File: config.mk
export PLATFORM = sky130hd
export DESIGN_NAME = ddc_snapshot_fifo
export DESIGN_NICKNAME = d
export VERILOG_FILES = /design/src/rtl/ddc_snapshot_fifo.sv
export SDC_FILE = /design/constraint.sdc
export NUM_CORES = 2
export LEC_CHECK = 0
export CAP_MARGIN = 20
export CORE_ASPECT_RATIO = 0.9
export CORE_MARGIN = 10
export CORE_UTILIZATION = 55
export DETAILED_ROUTE_END_ITERATION = 7
export PLACE_DENSITY_LB_ADDON = 0.08
export SYNTH_ARGS = -nofsm -noshare
export SYNTH_HDL_FRONTEND = slang
export SYNTH_MEMORY_MAX_BITS = 65536
export SYNTH_SLANG_ARGS = --single-unit
export TNS_END_PERCENT = 10
File: constraint.sdc
create_clock -name clk_clk -period 49.5 [get_ports clk_clk]
set_input_delay 9.9 -clock clk_clk [delete_from_list [all_inputs] [get_ports clk_clk]]
set_output_delay 9.9 -clock clk_clk [all_outputs]
set_load 0.1 [all_outputs]
File: src/rtl/ddc_snapshot_fifo.sv
// Snapshot FIFO: each capture strobe stores all channel words plus a timestamp in one of DEPTH slots.
// fill/rd_ready update on the push/pop edge and the readout registers one cycle later; define DDC_SNAPSHOT_SEQ_EN to add sequence numbers.
module ddc_snapshot_fifo #(
   parameter int NUM_CH = 32,
   parameter int DATA_W = 32,
   parameter int TIME_W = 26,
   parameter int DEPTH  = 4
) (
   input  logic                      clk_clk,
   input  logic                      reset_reset,
   input  logic [NUM_CH*DATA_W-1:0]  ch_data,
   input  logic                      ch_valid,
   input  logic [TIME_W-1:0]         time_in,
   input  logic [$clog2(NUM_CH)-1:0] rd_sel,
   input  logic                      rd_ack,
   output logic [DATA_W-1:0]         rd_data,
   output logic [TIME_W-1:0]         rd_time,
   output logic [15:0]               rd_seq,
   output logic                      rd_ready,
   output logic [$clog2(DEPTH):0]    fill,
   output logic [15:0]               overflow_cnt
);

   localparam int PTR_W = $clog2(DEPTH);
   localparam int FILL_W = PTR_W + 1;
   localparam logic [FILL_W-1:0] FULL_CNT = FILL_W'(DEPTH);

   logic [NUM_CH*DATA_W-1:0] data_mem [DEPTH];
   logic [TIME_W-1:0]        time_mem [DEPTH];
   logic [PTR_W-1:0]         head;
   logic [PTR_W-1:0]         tail;
   logic [FILL_W-1:0]        fill_nxt;
   logic [NUM_CH*DATA_W-1:0] head_words;
   logic [DATA_W-1:0]        sel_word;
   logic                     is_empty;
   logic                     is_full;
   logic                     push;
   logic                     pop;
   logic                     drop;

   assign is_empty = (fill == '0);
   assign is_full  = (fill == FULL_CNT);
   assign pop      = rd_ack && !is_empty;
   // When FULL the pop frees the head slot, which is also the tail slot, so the push lands there.
   assign push     = ch_valid && (!is_full || pop);
   assign drop     = ch_valid && is_full && !rd_ack;

   always_comb begin
      fill_nxt = fill;
      if (push && !pop)
         fill_nxt = fill + 1'b1;
      else if (pop && !push)
         fill_nxt = fill - 1'b1;
   end

   assign head_words = data_mem[head];

   always_comb begin
      sel_word = '0;
      for (int k = 0; k < NUM_CH; k++)
         if (int'(rd_sel) == k)
            sel_word = head_words[k*DATA_W +: DATA_W];
   end

   always_ff @(posedge clk_clk) begin
      if (push && !reset_reset) begin
         data_mem[tail] <= ch_data;
         time_mem[tail] <= time_in;
      end
   end

   always_ff @(posedge clk_clk) begin
      if (reset_reset) begin
         head         <= '0;
         tail         <= '0;
         fill         <= '0;
         rd_ready     <= 1'b0;
         rd_data      <= '0;
         rd_time      <= '0;
         overflow_cnt <= '0;
      end else begin
         if (push)
            tail <= tail + 1'b1;
         if (pop)
            head <= head + 1'b1;
         fill     <= fill_nxt;
         rd_ready <= (fill_nxt != '0);
         if (drop && overflow_cnt != 16'hFFFF)
            overflow_cnt <= overflow_cnt + 16'd1;
         rd_data <= is_empty ? '0 : sel_word;
         rd_time <= is_empty ? '0 : time_mem[head];
      end
   end

`ifdef DDC_SNAPSHOT_SEQ_EN
   logic [15:0] seq_cnt;
   logic [15:0] seq_mem [DEPTH];

   always_ff @(posedge clk_clk) begin
      if (push && !reset_reset)
         seq_mem[tail] <= seq_cnt;
   end

   always_ff @(posedge clk_clk) begin
      if (reset_reset) begin
         seq_cnt <= '0;
         rd_seq  <= '0;
      end else begin
         if (push)
            seq_cnt <= seq_cnt + 16'd1;
         rd_seq <= is_empty ? '0 : seq_mem[head];
      end
   end
`else
   assign rd_seq = '0;
`endif

endmodule

; ---- Word-level counts from Yosys, hierarchy flattened
; Memories as Yosys holds them, arrays and structs flattened. A register that Yosys moved wholly into a read port is not among the register bits.
; Index checks and enable logic that the tools add are counted.
[totals]
regBits = 56
mem_bits_rw = 4200
inputBits = 1059
n_memories = 2
[mem_list]
columns = name, depth, word_bits, rd, rd_ports_with_merged_regs, wr, line
row1 = data_mem, 4, 1024, 1, 1, 1, 28  ; logic [NUM_CH*DATA_W-1:0] data_mem [DEPTH];
row2 = time_mem, 4, 26, 1, 1, 1, 29  ; logic [TIME_W-1:0] time_mem [DEPTH];
[op_classes]
add_sub_neg = 5
eq_ne = 33
mux = 38
n_reduce_logical = 19
[op_table]
columns = op, count
row1 = $mux W32, 32
row2 = $eq A5 B5 Y1 const B, 16
row3 = $eq A5 B4 Y1 const B, 8
row4 = $eq A5 B3 Y1 const B, 4
row5 = $add A16 B1 Y16 const B, 1
row6 = $ne A16 B16 Y1 const B, 1
row7 = $eq A5 B2 Y1 const B, 2
row8 = $logic_and A1 B1 Y1, 8
row9 = $logic_not A1 Y1, 6
row10 = $mux W3, 2
row11 = $eq A5 B1 Y1 const B, 1
row12 = $logic_not A5 Y1, 1
row13 = $add A2 B1 Y2 const B, 2
row14 = $mux W2, 2
row15 = $add A3 B1 Y3 const B, 1
row16 = $eq A3 B3 Y1 const B, 1
row17 = $logic_not A3 Y1, 1
row18 = $reduce_bool A3 Y1, 1
row19 = $sub A3 B1 Y3 const B, 1
row20 = $mux W1, 2
row21 = $reduce_or A2 Y1, 1
row22 = $logic_or A1 B1 Y1, 1

; ---- Logic depth before layout (Yosys ltp)
[depth]
depth_word = 33
depth_mapped = 13
mapped_depth_nobuf = 9

; ---- Worst setup path before layout
; No wires, ideal clock.
[synth_path]
kind = input -> register
start = input port rd_ack
end = memory data_mem[0][0] (netlist bit) (enable)
t_arrival_ps = 34299
t_required_ps = 47934
setup_slack_ps = 13635
stages = 4
n_path_buf = 1
path_cell_list = clkbuf_1 o21ai_0 nor2_1 and2_1
[synth_via]
elab_chain_len = 6
[synth_lines]
columns = item, line
row1 = start: declaration, 15  ; input logic rd_ack,
row2 = $logic_and A1 B1 Y1, 43  ; assign pop = rd_ack && !is_empty;
row3 = $logic_or A1 B1 Y1, 45  ; assign push = ch_valid && (!is_full || pop);
row4 = $logic_and A1 B1 Y1, 45
row5 = $logic_and A1 B1 Y1, 66  ; if (push && !reset_reset) begin
row6 = $mux W1, 66
row7 = $mux W1 (implied by the code), 67  ; data_mem[tail] <= ch_data;
row8 = end: declaration, 28
; No other way between the ends.

; ---- Final worst setup path
[layout_path]
start = input port ch_valid
end = memory data_mem[0][223] (netlist bit) (enable)
[layout_via]
elab_chain_len = 4
[layout_lines]
columns = item, line
row1 = start: declaration, 12  ; input logic ch_valid,
row2 = $logic_and A1 B1 Y1, 45
row3 = $logic_and A1 B1 Y1, 66
row4 = $mux W1, 66
row5 = $mux W1 (implied by the code), 67
; No other way between the ends.

==> impl_metrics.ini <==
[worst_setup_path]
cp_slowest_cell = buf_4
worstReg2RegStart = fill[1]
cp_cell_sequence = clkdlybuf4s50_1, o21ai_0, nor2_1, and2_4, buf_4, buf_12, buf_4, buf_4, buf_4, buf_4
reg2reg_slack_ns = 42.50
max_stage_delay_ns = 0.83
worst_path_most_repeated_cell = buf_4
cp.arrival_ns = 16.40
critPathKind = in -> reg
critPathCaptureType = register
critical_path_buf_inv_count = 7
critPathMaxFanout = 107
worstReg2RegEnd = data_mem[0][223]
cp.required_ns = 50.08
ff2ff_path_depth = 12
critPathLaunchType = input port
critPathTopFamily = buffers and inverters

[drt]
dr.first_iter.drc_count = 15949
via_count = 91474
wire_per_inst_um = 43.0
drc = 0
firstDrtPassIters = 6
totalWireLength_um = 575000
ant_nets = 0
vias_per_cell = 6.84

[global_routing]
grt_pass1_wl_um = 764000
antenna_found_initial = 401
track_usage_pct = 35.1
grt_pass1_vias = 86293
grt_overflow = 0
grt_max_degree = 144

[synthesis]
synthDominantCellAreaShare_pct = 76.8
synth.area.top_cells = edfxtp_1, mux4_2, dfxtp_1
yosysSeqAreaShare_pct = 77.8
synth_edf_count = 4200
synthAdderAreaFrac_pct = 0.0610
syn_area_per_cell_um2 = 21.7
synthSimpleGateAreaFrac_pct = 2.09
synth_compound_area_share_pct = 3.63
synth_top_family_by_area = multiplexers
synth-xor-area-share_pct = 0.0960
yosysTopAreaCell = edfxtp_1
synth_warnings = 0
muxShareOfSynthArea_pct = 14.6
ys_ff_latch = 4284
async_flop_share_pct = 0
ys.flop_type = edfxtp_1
synthCells = 7556
ys_types = 93
syn_area_um2 = 164000

[sta]
setup_ws_ns = 33.68
hold_viol = 0
period_share_pct = 32.0
worst_pin_slew_ns = 1.34
fmax_mhz = 63.2
drv_slew = 0
rsz0062_at_grt = no
final.setup_skew_ns = 0.0505
setup_viol = 0
tns_ns = 0
period_minus_slack_ns = 15.82
finalHoldWorstSlack_ns = 0.555
relSlewSlack_pct = 10.6

[layout]
fin_nets = 9948
final_core_utilization_pct = 65.3
fillCellCount = 19689
design_area_um2 = 194000
final_cells = 13375
area_delta_synth_final_pct = 18.3
drive_above_1_share_pct = 21.0
final_common_cell = edfxtp_1
final_cell_mix = edfxtp_1, clkdlybuf4s50_1, mux4_2

[place]
place_area_um2 = 180000
dp_cells = 12391
dp_hpwl_um = 398000
gp_congestion = 0.943
place_ws_ns = 32.53
io_buffers = 1136

[floorplanning]
rows = 190
start_util_pct = 55.2
dieArea_um2 = 321000
io_pins = 1153
core_area_um2 = 297000
die_x_um = 596
die_h_um = 538

[pwr]
leakage_nw = 60.0
irDropWorstVdd_mv = 0.0344
total_power_mw = 9.32
pwr_density_cell_nw_per_um2 = 48.0

[clock_network]
cts_hold_buffers = 0
cts_root_buffer = clkbuf_16
cts.sinks = 4284
insertion_delay_ns = 1.00
numCtsBuffers = 417
htree_num_levels = 5
cts_tree = yes
cts.path.max_buffers = 4
postCtsSetupRepairBufs = 0
cts.repair.resized = 0
clk_pin_slew_ns = 0.06

[run]
maxCapViolations = 0

[min_path]
hold_depth = 2
min_to = overflow_cnt[10]
min_path_type = reg -> reg
min_from = overflow_cnt[10]

[status]
status = completed
-- worst reg2reg max path, delay by kind of cell, from the launching register on --
family	cells	cell delay [ns]
simple gates	3	0.87
buf+inv	7	4.82
flops	1	0.43
compound gates	1	0.17
fa+ha+maj	1	0.28
-- layout make-up --
cell class              count  area [um^2]  share of cell area [%]
inverters                  11         56.3                  0.0290
clock inverters           267         2740                    1.41
repair buffers           1339        13200                    6.79
clock buffers             513        11000                    5.66
multi-input cells        2828        34100                    17.6
diodes                    197          493                   0.254
well taps                3936         4920                    2.53
flip-flops and latches   4284       128000                    65.8
-- synthesized netlist by cell type (all sizes together), types with 6 or more instances --
cell	n
edfxtp	4200
mux4	1016
buf	299
o21ai	255
nand2	220
a21oi	211
nor2	209
clkbuf	149
nand3	97
a22oi	95
mux2i	90
dfxtp	84
nor3	60
a211oi	58
o211ai	45
o22ai	45
a22o	34
and2	33
a31oi	31
nand4	21
mux2	20
o221ai	19
a221oi	16
nor4	16
nand2b	15
o21a	15
and3	13
a211o	10
inv	10
o2111ai	10
o31ai	9
or3	9
xnor2	9
xor2	9
ha	8
nor2b	8
a2111oi	7
a21o	7
a41oi	7
a221o	6
-- how the worst max path moves through the flow --
stage | startpoint | endpoint | slack, ns | cells past startpoint
after detailed placement | reset_reset | data_mem[0][301] | 32.53 | 9
after global routing | ch_valid | data_mem[0][223] | 33.35 | 10
after floorplan | rd_ack | data_mem[0][0] | 13.63 | 4
after CTS | reset_reset | data_mem[0][6] | 33.58 | 9
final | ch_valid | data_mem[0][223] | 33.68 | 10
after global placement | reset_reset | data_mem[0][301] | 32.40 | 9
-- state kept, by name (all words and copies together), names as in the netlist, named ones only --
name          flops
rd_time          26
data_mem       4096
tail              2
rd_data          32
fill              3
rd_ready          1
head              2
time_mem        104
overflow_cnt     16
-- where the power goes --
part / switching, mW / internal, mW / total (mW)
Clock: 1.38 / 1.84 / 3.22
Sequential: 0.0511 / 4.15 / 4.20
Combinational: 1.15 / 0.755 / 1.91
Total: 2.58 / 6.74 / 9.32
-- logic make-up after synthesis --
family | after synthesis
flip-flops | 4284
multiplexers | 1126
AO/OA/AOI/OAI | 925
AND/OR/NAND/NOR | 735
buffers and inverters | 459
XOR/XNOR | 18
adder cells (fa/ha/maj) | 8
other | 1
-- per-layer routing --
layer | vias up | GRT usage [%] | part of all wire, %
li1 | 34847 | - | -
met1 | 47791 | 48.7 | 36
met2 | 7177 | 46.6 | 41
met3 | 1401 | 16.8 | 17
met4 | 258 | 16.8 | 5.5
met5 | - | 0 | 0.27
No activity file was read; power rests on OpenSTA's default activity.
